--- src/rtl/irq_sched_pkg.sv ---
// Shared definitions for the interrupt scheduler slice.
// Holds the default source count / index width (matched to the EIB irq
// vector), the default priority width, and the scheduler state encoding.
package irq_sched_pkg;

  localparam int unsigned IRQ_COUNT = 32;
  localparam int unsigned ID_BITS   = 5;
  localparam int unsigned PRIO_BITS = 2;

  typedef enum logic [1:0] {
    IDLE  = 2'd0,
    ISSUE = 2'd1,
    WAIT  = 2'd2
  } state_e;

endpackage

--- src/rtl/irq_prio_pick.sv ---
// Combinational priority picker.
// Ports:
//   eligible_i : one bit per source, 1 = may be picked
//   prio_i     : flattened per-source priorities, source i at [i*PRIO_BITS +: PRIO_BITS]
//   id_o       : index of the winner (highest priority, lowest index on ties)
//   valid_o    : 1 when any source is eligible
module irq_prio_pick #(
  parameter int unsigned IRQ_COUNT = irq_sched_pkg::IRQ_COUNT,
  parameter int unsigned ID_BITS   = irq_sched_pkg::ID_BITS,
  parameter int unsigned PRIO_BITS = irq_sched_pkg::PRIO_BITS
) (
  input  logic [IRQ_COUNT-1:0]           eligible_i,
  input  logic [IRQ_COUNT*PRIO_BITS-1:0] prio_i,
  output logic [ID_BITS-1:0]             id_o,
  output logic                           valid_o
);
  import irq_sched_pkg::*;

  localparam int unsigned LEVELS = (IRQ_COUNT > 1) ? $clog2(IRQ_COUNT) : 1;
  localparam int unsigned LEAVES = 1 << LEVELS;
  localparam int unsigned NODES  = 2 * LEAVES - 1;

  // Heap-ordered binary tree: node n has children 2n+1 (lower indices) and
  // 2n+2 (higher indices); leaves sit at LEAVES-1 .. NODES-1.
  logic                 node_v  [NODES];
  logic [PRIO_BITS-1:0] node_p  [NODES];
  logic [ID_BITS-1:0]   node_id [NODES];
  int unsigned          n_idx;

  always_comb begin
    n_idx = 0;
    for (int unsigned j = 0; j < NODES; j++) begin
      node_v[j]  = 1'b0;
      node_p[j]  = '0;
      node_id[j] = '0;
    end
    for (int unsigned i = 0; i < IRQ_COUNT; i++) begin
      node_v[LEAVES-1+i]  = eligible_i[i];
      node_p[LEAVES-1+i]  = prio_i[i*PRIO_BITS +: PRIO_BITS];
      node_id[LEAVES-1+i] = ID_BITS'(i);
    end
    // Bottom-up walk so both children are resolved before their parent.
    // The right child only wins on a strictly higher priority, which keeps
    // ties with the lower index.
    for (int unsigned j = 0; j < LEAVES - 1; j++) begin
      n_idx = LEAVES - 2 - j;
      if (node_v[2*n_idx+2] &&
          (!node_v[2*n_idx+1] || (node_p[2*n_idx+2] > node_p[2*n_idx+1]))) begin
        node_v[n_idx]  = 1'b1;
        node_p[n_idx]  = node_p[2*n_idx+2];
        node_id[n_idx] = node_id[2*n_idx+2];
      end else begin
        node_v[n_idx]  = node_v[2*n_idx+1];
        node_p[n_idx]  = node_p[2*n_idx+1];
        node_id[n_idx] = node_id[2*n_idx+1];
      end
    end
  end

  assign id_o    = node_id[0];
  assign valid_o = node_v[0];

endmodule

--- src/rtl/irq_sched.sv ---
// Interrupt scheduler feeding the EIB irq inputs.
// Latches per-source requests (edge or level mode), masks with enables,
// picks one winner by priority, delivers it as a one-cycle one-hot pulse and
// then holds off until the core acknowledges it.
// Ports:
//   clk, reset_n : clock, synchronous active-low reset
//   src          : raw peripheral requests (synchronous to clk)
//   cfg_we/idx/en/edge/prio : per-source configuration write
//   irq_out      : one-hot single-cycle pulse to the EIB
//   busy         : an interrupt is in flight awaiting ack
//   cur_id       : index of the in-flight / last issued source
//   ack          : single-cycle acknowledge of the in-flight interrupt
module irq_sched #(
  parameter int unsigned IRQ_COUNT = irq_sched_pkg::IRQ_COUNT,
  parameter int unsigned ID_BITS   = irq_sched_pkg::ID_BITS,
  parameter int unsigned PRIO_BITS = irq_sched_pkg::PRIO_BITS
) (
  input  logic                 clk,
  input  logic                 reset_n,
  input  logic [IRQ_COUNT-1:0] src,
  input  logic                 cfg_we,
  input  logic [ID_BITS-1:0]   cfg_idx,
  input  logic                 cfg_en,
  input  logic                 cfg_edge,
  input  logic [PRIO_BITS-1:0] cfg_prio,
  output logic [IRQ_COUNT-1:0] irq_out,
  output logic                 busy,
  output logic [ID_BITS-1:0]   cur_id,
  input  logic                 ack
);
  import irq_sched_pkg::*;

  state_e                         state_q, state_d;
  logic [IRQ_COUNT-1:0]           src_q;
  logic [IRQ_COUNT-1:0]           pending_q, pending_d;
  logic [IRQ_COUNT-1:0]           en_q, en_d;
  logic [IRQ_COUNT-1:0]           edge_q, edge_d;
  logic [IRQ_COUNT*PRIO_BITS-1:0] prio_q, prio_d;
  logic [ID_BITS-1:0]             sel_id_q, sel_id_d;
  logic [ID_BITS-1:0]             cur_id_q, cur_id_d;
  logic                           busy_q, busy_d;
  logic [IRQ_COUNT-1:0]           irq_out_q, irq_out_d;

  logic [IRQ_COUNT-1:0]           rise;
  logic [IRQ_COUNT-1:0]           eligible;
  logic [ID_BITS-1:0]             win_id;
  logic                           win_valid;

  assign rise = src & ~src_q;

  // Configuration table; indices with no matching source are dropped.
  always_comb begin
    en_d   = en_q;
    edge_d = edge_q;
    prio_d = prio_q;
    for (int unsigned i = 0; i < IRQ_COUNT; i++) begin
      if (cfg_we && (cfg_idx == ID_BITS'(i))) begin
        en_d[i]                          = cfg_en;
        edge_d[i]                        = cfg_edge;
        prio_d[i*PRIO_BITS +: PRIO_BITS] = cfg_prio;
      end
    end
  end

  // Issue-clear is applied before the new-edge set so a coincident edge
  // survives; a disable is applied last so it always empties the bit.
  always_comb begin
    pending_d = pending_q;
    if ((state_q == ISSUE) && edge_q[sel_id_q]) begin
      pending_d[sel_id_q] = 1'b0;
    end
    pending_d = pending_d | (en_q & edge_q & rise);
    pending_d = pending_d & ~(edge_q & ~en_d);
  end

  // Level sources are taken from the registered copy of src so that both
  // modes see the same request-to-pulse latency.
  always_comb begin
    eligible = en_q & ((edge_q & pending_q) | (~edge_q & src_q));
    if (busy_q && !ack) begin
      eligible[cur_id_q] = 1'b0;
    end
  end

  irq_prio_pick #(
    .IRQ_COUNT (IRQ_COUNT),
    .ID_BITS   (ID_BITS),
    .PRIO_BITS (PRIO_BITS)
  ) u_pick (
    .eligible_i (eligible),
    .prio_i     (prio_q),
    .id_o       (win_id),
    .valid_o    (win_valid)
  );

  always_comb begin
    state_d   = state_q;
    sel_id_d  = sel_id_q;
    cur_id_d  = cur_id_q;
    busy_d    = busy_q;
    irq_out_d = '0;
    unique case (state_q)
      IDLE: begin
        if (win_valid) begin
          sel_id_d = win_id;
          state_d  = ISSUE;
        end
      end
      ISSUE: begin
        irq_out_d = {{(IRQ_COUNT-1){1'b0}}, 1'b1} << sel_id_q;
        cur_id_d  = sel_id_q;
        busy_d    = 1'b1;
        state_d   = WAIT;
      end
      WAIT: begin
        // The next winner is latched in the ack cycle itself, skipping IDLE.
        if (ack) begin
          busy_d = 1'b0;
          if (win_valid) begin
            sel_id_d = win_id;
            state_d  = ISSUE;
          end else begin
            state_d = IDLE;
          end
        end
      end
      default: state_d = IDLE;
    endcase
  end

  always_ff @(posedge clk) begin
    if (!reset_n) begin
      state_q   <= IDLE;
      src_q     <= '0;
      pending_q <= '0;
      en_q      <= '0;
      edge_q    <= '0;
      prio_q    <= '0;
      sel_id_q  <= '0;
      cur_id_q  <= '0;
      busy_q    <= 1'b0;
      irq_out_q <= '0;
    end else begin
      state_q   <= state_d;
      src_q     <= src;
      pending_q <= pending_d;
      en_q      <= en_d;
      edge_q    <= edge_d;
      prio_q    <= prio_d;
      sel_id_q  <= sel_id_d;
      cur_id_q  <= cur_id_d;
      busy_q    <= busy_d;
      irq_out_q <= irq_out_d;
    end
  end

  assign irq_out = irq_out_q;
  assign busy    = busy_q;
  assign cur_id  = cur_id_q;

endmodule
--- config.mk ---
export PLATFORM = sky130hd
export DESIGN_NAME = irq_sched
export DESIGN_NICKNAME = d
export VERILOG_FILES = /design/src/rtl/irq_sched_pkg.sv /design/src/rtl/irq_prio_pick.sv /design/src/rtl/irq_sched.sv
export SDC_FILE = /design/constraint.sdc
export NUM_CORES = 1
export LEC_CHECK = 0
export ABC_CLOCK_PERIOD_IN_PS = 8750
export BUFFER_PORTS_ARGS = -buffer_cell sky130_fd_sc_hd__buf_2
export CELL_PAD_IN_SITES_DETAIL_PLACEMENT = 1
export CELL_PAD_IN_SITES_GLOBAL_PLACEMENT = 1
export CORE_ASPECT_RATIO = 0.9
export CORE_MARGIN = 4
export CORE_UTILIZATION = 35
export CTS_CLUSTER_DIAMETER = 40
export CTS_CLUSTER_SIZE = 28
export DETAILED_ROUTE_END_ITERATION = 10
export GPL_TIMING_DRIVEN = 0
export PLACE_DENSITY = 0.59
export RECOVER_POWER = 25
export SETUP_SLACK_MARGIN = 0.05
export SYNTH_ARGS = -nofsm -noshare
export SYNTH_HDL_FRONTEND = slang
export SYNTH_HIERARCHICAL = 1
export SYNTH_SLANG_ARGS = --single-unit
--- constraint.sdc ---
create_clock -name clk -period 8.75 [get_ports clk]
set_clock_uncertainty 0.15 [all_clocks]
set_input_delay 0.4375 -clock clk [delete_from_list [all_inputs] [get_ports clk]]
set_output_delay 0.4375 -clock clk [all_outputs]
set_load 0.02 [all_outputs]
After elaboration in Yosys (flattened, before gate mapping)

Index checks and enable logic that the tools add are counted.

Input port bits: 45
Register bits after elaboration: 237
Word-level logic and storage cells: 440

Bitwise operators: 18
Mux-type cells: 141
Shifts and indexed selects: 1
Equal/unequal tests: 35
Magnitude comparators: 35
Reduce and logical (&&, ||, !) cells: 138

Operators with widths:

| kind                                                                         | number |
|---|---|
| 32-bit AND                                                                   | 10 |
| 32-bit inverter                                                              | 6 |
| 1-bit 2-to-1 mux                                                             | 84 |
| 5-bit equality test, second input constant                                   | 16 |
| 2-bit 2-to-1 mux                                                             | 40 |
| 1-bit logical AND                                                            | 67 |
| 32-bit 2-to-1 mux                                                            | 2 |
| 32-bit bitwise OR                                                            | 2 |
| 2-bit > comparator                                                           | 31 |
| 5-bit by 4-bit equality test with 1-bit output, second input constant        | 8 |
| 1-bit zero test                                                              | 32 |
| 1-bit by 5-bit << shifter with 32-bit output, first input constant           | 1 |
| 1-bit logical OR                                                             | 31 |
| 5-bit by 3-bit equality test with 1-bit output, second input constant        | 4 |
| 5-bit 2-to-1 mux                                                             | 3 |
| 5-bit by 6-bit less-than comparator with 1-bit output, second input constant | 2 |
| 3-bit 2-to-1 mux                                                             | 4 |
| 1-bit demux with 5-bit select                                                | 2 |
| 5-bit by 2-bit equality test with 1-bit output, second input constant        | 2 |
| 5-bit by 1-bit >= comparator with 1-bit output, second input constant        | 2 |
| 5-bit case mux with 2 select lines                                           | 1 |
| 4-bit 2-to-1 mux                                                             | 2 |
| 2-bit AND reduction                                                          | 4 |
| 2-bit case mux with 3 select lines                                           | 1 |
| other kinds (10)                                                             | 11 |

Logic depth before layout (Yosys ltp)

Word-level depth: 30
Mapped depth: 38
Mapped depth without buffers: 38

By module

Netlist, hierarchy kept.

By module, submodules not included:

| module        | instances | sequential area each (um^2) | cells an instance | area each (um^2) |
|---|---|---|---|---|
| irq_sched     | 1         | 4,744.6                     | 1,161             | 10,328.7 |
| irq_prio_pick | 1         | 0.0                         | 479               | 3,318.2 |

Worst setup path after synthesis

Ideal clock, no wire load.

Kind: register -> register
Start: register busy_q, in the netlist busy
End: register sel_id_q[1]
Path slack: 1.163 ns
Clock period less this slack: 7.587 ns
Stages on the path, launching flop included: 33
Buffers on the path: 0
Data arrival time: 7.371 ns
Library setup time: 0.065 ns
Cells stage by stage: dfxtp_1 > nor4b_1 > a21oi_1 > and3_1 > a211oi_2 > mux2i_1 > inv_1 > ha_1 > nor2_1 > maj3_1 > o21ai_0 > mux2_2 > ha_1 > or2_2 > maj3_2 > a22o_4 > a22o_2 > ha_1 > nand2_1 > o21ai_0 > a21boi_1 > o21ai_0 > ha_1 > nor2b_1 > o21ai_0 > o21ai_0 > nand2_1 > inv_1 > nand2b_1 > nor2_1 > a222oi_1 > mux2i_1 > nor2b_1

Word-level cells in the longest chain between the ends: 25

RTL lines:

| item                                                         | line                               | RTL |
|---|---|---|
| start, declared                                              | irq_sched.sv:41                    | `logic busy_q, busy_d;` |
| start signal, assigned                                       | irq_sched.sv:152                   | `busy_q <= busy_d;` |
| 1-bit logical AND *                                          | irq_sched.sv:80                    | `if (busy_q && !ack) begin` |
| 32-bit 2-to-1 mux *                                          | irq_sched.sv:80                    |  |
| via eligible[20]                                             | irq_sched.sv:45                    | `logic [IRQ_COUNT-1:0] eligible;` |
| 1-bit zero test                                              | irq_prio_pick.sv:48                | `(!node_v[2*n_idx+1] \|\| (node_p[2*n_idx+2] > node_p[2*n_idx+1]))) begin` |
| 1-bit logical OR                                             | irq_prio_pick.sv:48                |  |
| 1-bit logical AND                                            | irq_prio_pick.sv:47                | `if (node_v[2*n_idx+2] &&` |
| 2-bit 2-to-1 mux / 1-bit 2-to-1 mux (equally long branches)  | irq_prio_pick.sv:47                |  |
| 2-bit > comparator / 1-bit zero test (equally long branches) | irq_prio_pick.sv:48                |  |
| [11 not listed]                                              | --                                 |  |
| 2-bit > comparator                                           | irq_prio_pick.sv:48                |  |
| 1-bit logical OR                                             | irq_prio_pick.sv:48                |  |
| 1-bit logical AND                                            | irq_prio_pick.sv:47                |  |
| 5-bit 2-to-1 mux *                                           | irq_prio_pick.sv:47                |  |
| via win_id[1]                                                | irq_sched.sv:46                    | `logic [ID_BITS-1:0] win_id;` |
| 5-bit 2-to-1 mux *                                           | irq_sched.sv:104, irq_sched.sv:119 |  |
| 5-bit 2-to-1 mux                                             | irq_sched.sv:117                   | `if (ack) begin` |
| 5-bit case mux with 2 select lines *                         | irq_sched.sv:102                   | `unique case (state_q)` |
| end signal, assigned                                         | irq_sched.sv:150                   | `sel_id_q <= sel_id_d;` |
| end, declared                                                | irq_sched.sv:39                    | `logic [ID_BITS-1:0] sel_id_q, sel_id_d;` |

Mark *: on every way through the listed nets, which the timed path passes. The rest lies on a longest branch. The select of a mux whose other input is x is not followed.
A chain may end at the register's enable or synchronous reset.

Worst setup path in the final report

Start: register cur_id_q[2], in the netlist cur_id[2]
End: register sel_id_q[1]

Word-level cells in the longest chain between the ends: 30

RTL lines:

| item                                                                                                                                                 | line                               | RTL |
|---|---|---|
| start, declared                                                                                                                                      | irq_sched.sv:40                    | `logic [ID_BITS-1:0] cur_id_q, cur_id_d;` |
| start signal, assigned                                                                                                                               | irq_sched.sv:151                   | `cur_id_q <= cur_id_d;` |
| 5-bit by 6-bit less-than comparator with 1-bit output (implied by the code) / 5-bit by 1-bit >= comparator with 1-bit output (equally long branches) | irq_sched.sv:81                    | `eligible[cur_id_q] = 1'b0;` |
| 1-bit logical AND (implied by the code)                                                                                                              | irq_sched.sv:81                    |  |
| 1-bit 2-to-1 mux (implied by the code)                                                                                                               | irq_sched.sv:81                    |  |
| 1-bit demux with 5-bit select *                                                                                                                      | irq_sched.sv:81                    |  |
| 32-bit inverter (no line) *                                                                                                                          | --                                 |  |
| 32-bit AND (no line) *                                                                                                                               | --                                 |  |
| 32-bit 2-to-1 mux *                                                                                                                                  | irq_sched.sv:80                    |  |
| via eligible[20]                                                                                                                                     | irq_sched.sv:45                    |  |
| [16 not listed]                                                                                                                                      | --                                 |  |
| 2-bit > comparator                                                                                                                                   | irq_prio_pick.sv:48                |  |
| 1-bit logical OR                                                                                                                                     | irq_prio_pick.sv:48                |  |
| 1-bit logical AND                                                                                                                                    | irq_prio_pick.sv:47                |  |
| 5-bit 2-to-1 mux *                                                                                                                                   | irq_prio_pick.sv:47                |  |
| via win_id[1]                                                                                                                                        | irq_sched.sv:46                    |  |
| 5-bit 2-to-1 mux *                                                                                                                                   | irq_sched.sv:104, irq_sched.sv:119 |  |
| 5-bit 2-to-1 mux                                                                                                                                     | irq_sched.sv:117                   |  |
| 5-bit case mux with 2 select lines *                                                                                                                 | irq_sched.sv:102                   |  |

Marked as above.

==> load_flow_metrics.sql <==
INSERT INTO impl_metrics (metric_group, metric, value, unit) VALUES
('grt', 'grt_start_max_net_pins', '13', ''),
('sta', 'tightest_slew', '968', 'ps'),
('clocking', 'number_of_cts_inserted_buffers', '47', ''),
('worst_setup_path', 'worst_setup_path_end_kind', 'flop', ''),
('finish', 'flow.area_growth_from_synthesis', '24.2', '%'),
('routing', 'detailroute.via_count', '13400', ''),
('sta', 'final.setup.tns', '0', 'ps'),
('finish', 'final_area', '17000', 'µm²'),
('routing', 'drt_wl_total', '56300', 'µm'),
('finish', 'most-common-layout-cells', 'sky130_fd_sc_hd__dfxtp_1 (237), sky130_fd_sc_hd__nand2_1 (149), sky130_fd_sc_hd__o21ai_0 (143), sky130_fd_sc_hd__nor2_1 (121), sky130_fd_sc_hd__a21boi_0 (110)', ''),
('grt', 'grt_overflow', '0', ''),
('routing', 'ant_nets', '0', ''),
('sta', 'maxSlewViolCount', '0', ''),
('run', 'timing.max_cap.violations', '0', ''),
('routing', 'number_of_drc_violations_after_detailed_routing_iteration_0', '858', ''),
('clocking', 'cts.path.max_buffers', '3', ''),
('clocking', 'clock_tree.htree_level_count', '2', ''),
('clocking', 'clock-root-buffer', 'sky130_fd_sc_hd__clkbuf_16', ''),
('logic_synthesis', 'asyncSetResetFlopFracSynth', '0', '%'),
('grt', 'grt_first_pass_wirelength', '84400', 'µm'),
('sta', 'timing.final.hold_violations', '0', ''),
('logic_synthesis', 'synth-seq-cells', '237', ''),
('grt', 'grt_pass1_vias', '13600', ''),
('logic_synthesis', 'synthesized_nets', '1738', ''),
('logic_synthesis', 'syn-cell-area', '13600', 'µm²'),
('finish', 'insertedDiodeCount', '0', ''),
('routing', 'drt-pass1-iter-count', '5', ''),
('logic_synthesis', 'synth_warnings', '6', ''),
('logic_synthesis', 'synth_cell_type_count', '84', ''),
('worst_setup_path', 'crit_path_frequent_cell', 'sky130_fd_sc_hd__ha_1', ''),
('finish', 'most_common_cell_after_layout_fill_and_taps_aside', 'sky130_fd_sc_hd__dfxtp_1', ''),
('worst_setup_path', 'critPathBufInv', '4', ''),
('clocking', 'clk_pin_slew', '60', 'ps'),
('pwr', 'cellLeakagePower', '6.22', 'nW'),
('clocking', 'worst_skew_pair.late_latency', '580', 'ps'),
('logic_synthesis', 'yosysSeqAreaShare', '34.8', '%'),
('die', 'rows', '68', ''),
('worst_setup_path', 'critical_path.slowest_cell', 'sky130_fd_sc_hd__a222oi_1', ''),
('finish', 'drive_above_1_share', '14.0', '%'),
('routing', 'detail_route.vias_per_cell', '5.63', ''),
('worst_setup_path', 'worstSetupPathType', 'flop to flop', ''),
('die', 'num_io_pins', '83', ''),
('placed_design', 'gp_congestion', '0.881', ''),
('placed_design', 'detailedPlacementHpwl', '42100', 'µm'),
('sta', 'fmaxAchievable', '0.120', 'GHz'),
('worst_setup_path', 'crit_required', '9100', 'ps'),
('grt', 'total_grt_usage', '26.2', '%'),
('worst_setup_path', 'rrSetupSlack', '390', 'ps'),
('pwr', 'vdd_drop_max', '144', 'µV'),
('worst_setup_path', 'timing.critical_path.arrival', '8710', 'ps'),
('sta', 'final-setup-viol-count', '0', ''),
('die', 'die_area', '42200', 'µm²'),
('finish', 'layout.cells.non_filler', '2371', ''),
('clocking', 'tritoncts_clock_tree', 'done', ''),
('placed_design', 'placed_cell_area', '14700', 'µm²'),
('sta', 'timing.final.crit_share', '95.5', '%'),
('logic_synthesis', 'synth_enable_flop_cells', '0', ''),
('worst_setup_path', 'crit_fanout', '9', ''),
('die', 'die_width', '216', 'µm'),
('die', 'fp.coreArea', '38500', 'µm²'),
('placed_design', 'placedCellCount', '2249', ''),
('sta', 'rsz_0062_raised_after_global_routing', 'no', ''),
('sta', 'final_period_minus_worst_setup_slack', '8360', 'ps'),
('worst_setup_path', 'worst_setup_path_start_kind', 'flop', ''),
('die', 'die_y', '195', 'µm'),
('finish', 'final_net_count', '1905', ''),
('grt', 'number_of_antenna_violations_at_the_first_check_in_global_routing', '0', ''),
('finish', 'layout.core_utilization', '44.1', '%'),
('logic_synthesis', 'most_instantiated_flip_flop_cell_in_the_synthesis_netlist', 'sky130_fd_sc_hd__dfxtp_1', ''),
('worst_setup_path', 'timing.critical_path.slowest_cell_delay', '620', 'ps'),
('routing', 'drc', '0', ''),
('min_path', 'min-delay-path-class', 'input port to flop', ''),
('sta', 'timing.max_slew.rel_slack', '35.5', '%'),
('clocking', 'num_clock_sinks', '237', ''),
('worst_setup_path', 'cpLargestDelayFamily', 'compound AO/OA/AOI/OAI gates', ''),
('outcome', 'status', 'complete, no violations', ''),
('logic_synthesis', 'syn_avg_cell_area', '8.32', 'µm²'),
('logic_synthesis', 'synthesized_instance_count', '1640', ''),
('die', 'initial_utilization', '35.5', '%'),
('routing', 'drt-wirelength-per-cell', '23.7', 'µm'),
('pwr', 'p_per_area', '190', 'nW/µm²'),
('placed_design', 'io_buffers', '81', '');
routing by layer:
layer / track usage [%] / up-vias / share of wire, % / wire (µm)
li1: - / 6323 / - / -
met1: 37.2 / 6609 / 49 / 27400
met2: 39.6 / 335 / 43 / 24000
met3: 5.41 / 93 / 5.8 / 3280
met4: 8.91 / 0 / 3.0 / 1680
met5: 0 / - / 0 / 0
worst reg2reg max path, delay by kind of cell, from the launching register on:
| family | cells | cell delay (ps) |
|---|---|---|
| compound gates | 11 | 2590 |
| simple gates | 11 | 1650 |
| mux | 4 | 1150 |
| fa+ha+maj | 6 | 1720 |
| buf+inv | 4 | 670 |
| flops | 1 | 340 |
flip-flops by register name, summed over array words and instances (netlist names):
name,count
cur_id,5
edge_q,32
prio_q,64
en_q,32
busy,1
irq_out,32
state_q,2
sel_id_q,5
src_q,32
pending_q,32
logic make-up after synthesis:
family / share of synthesized area (%)
buffers and inverters: 4.48
and+or+nand+nor: 23.8
adders and majority gates: 5.54
muxes: 6.13
AOI/OAI and AO/OA: 25.3
DFF: 34.8
what timing repair did:
action,in CTS,in global routing
pin swaps,1,4
setup buffers,0,3
endpoints found under the setup margin,3,4
resized for setup,14,42
hold endpoints to repair,32,0
hold buffers,32,0
through the flow:
stage | setup slack [ps] | total power, mW | hold WS, ps
finish | 391 | 3.22 | 94.9
global route | 49.9 | 3.31 | 120
CTS | 52.0 | 3.25 | 81.9
detailed placement | -621 | 1.28 | 336
global placement | -3180 | 1.27 | 323
floorplan | 1160 | 1.20 | 293
synth_stat cells, drive strengths merged, types with 4 or more instances:
cell type	instances	share of area, %
and4b	33	2.4
o221ai	7	0.45
nand4b	6	0.39
and2	37	1.7
o21ai	146	5.4
nor4bb	5	0.37
or3	6	0.28
dfxtp	237	35
nor3	20	0.73
nor3b	7	0.42
nand2	149	4.1
nand3b	14	0.80
clkbuf	73	2.0
nor4	4	0.18
o211ai	44	2.5
nand3	58	2.1
ha	53	4.9
or2	8	0.37
nand2b	43	2.0
nor2	122	3.4
buf	14	0.75
nand4	6	0.28
o221a	4	0.33
a31o	30	1.9
o22ai	12	0.55
a211oi	4	0.26
mux2i	78	5.7
a31oi	32	1.5
a21oi	54	2.0
o2111ai	5	0.32
o21a	11	0.61
nor2b	62	2.8
a21boi	113	6.2
inv	62	1.7
mux2	5	0.41
maj3	9	0.68
o2111a	8	0.66
and3	4	0.19
power by group:
| part | total (mW) | switching [mW] | internal (mW) | leakage (nW) |
|---|---|---|---|---|
| registers | 1.10 | 0.00954 | 1.09 | 1.92 |
| logic | 0.168 | 0.110 | 0.0575 | 3.46 |
| clock network | 1.95 | 0.657 | 1.29 | 0.843 |
| total | 3.22 | 0.776 | 2.44 | 6.22 |
final timing paths:
path,startpoint,end,cells past startpoint
worst max register to register,cur_id[2],sel_id_q[1],36
worst min-delay path,cfg_edge,edge_q[12],3
worst max-delay path,cur_id[2],sel_id_q[1],36
worst min register to register,prio_q[34],prio_q[34],2
cell type report:
class                           instances  area (µm²)
Buffer                                 86         392
Timing Repair Buffer                  119         728
Clock inverter                         28         357
Sequential cell                       237        4740
Fill cell                            4609       21500
Multi-Input combinational cell       1254        8470
Clock buffer                           60        1370
Tap cell                              525         657
Inverter                               62         233
Power figures use the tool's default switching activity.
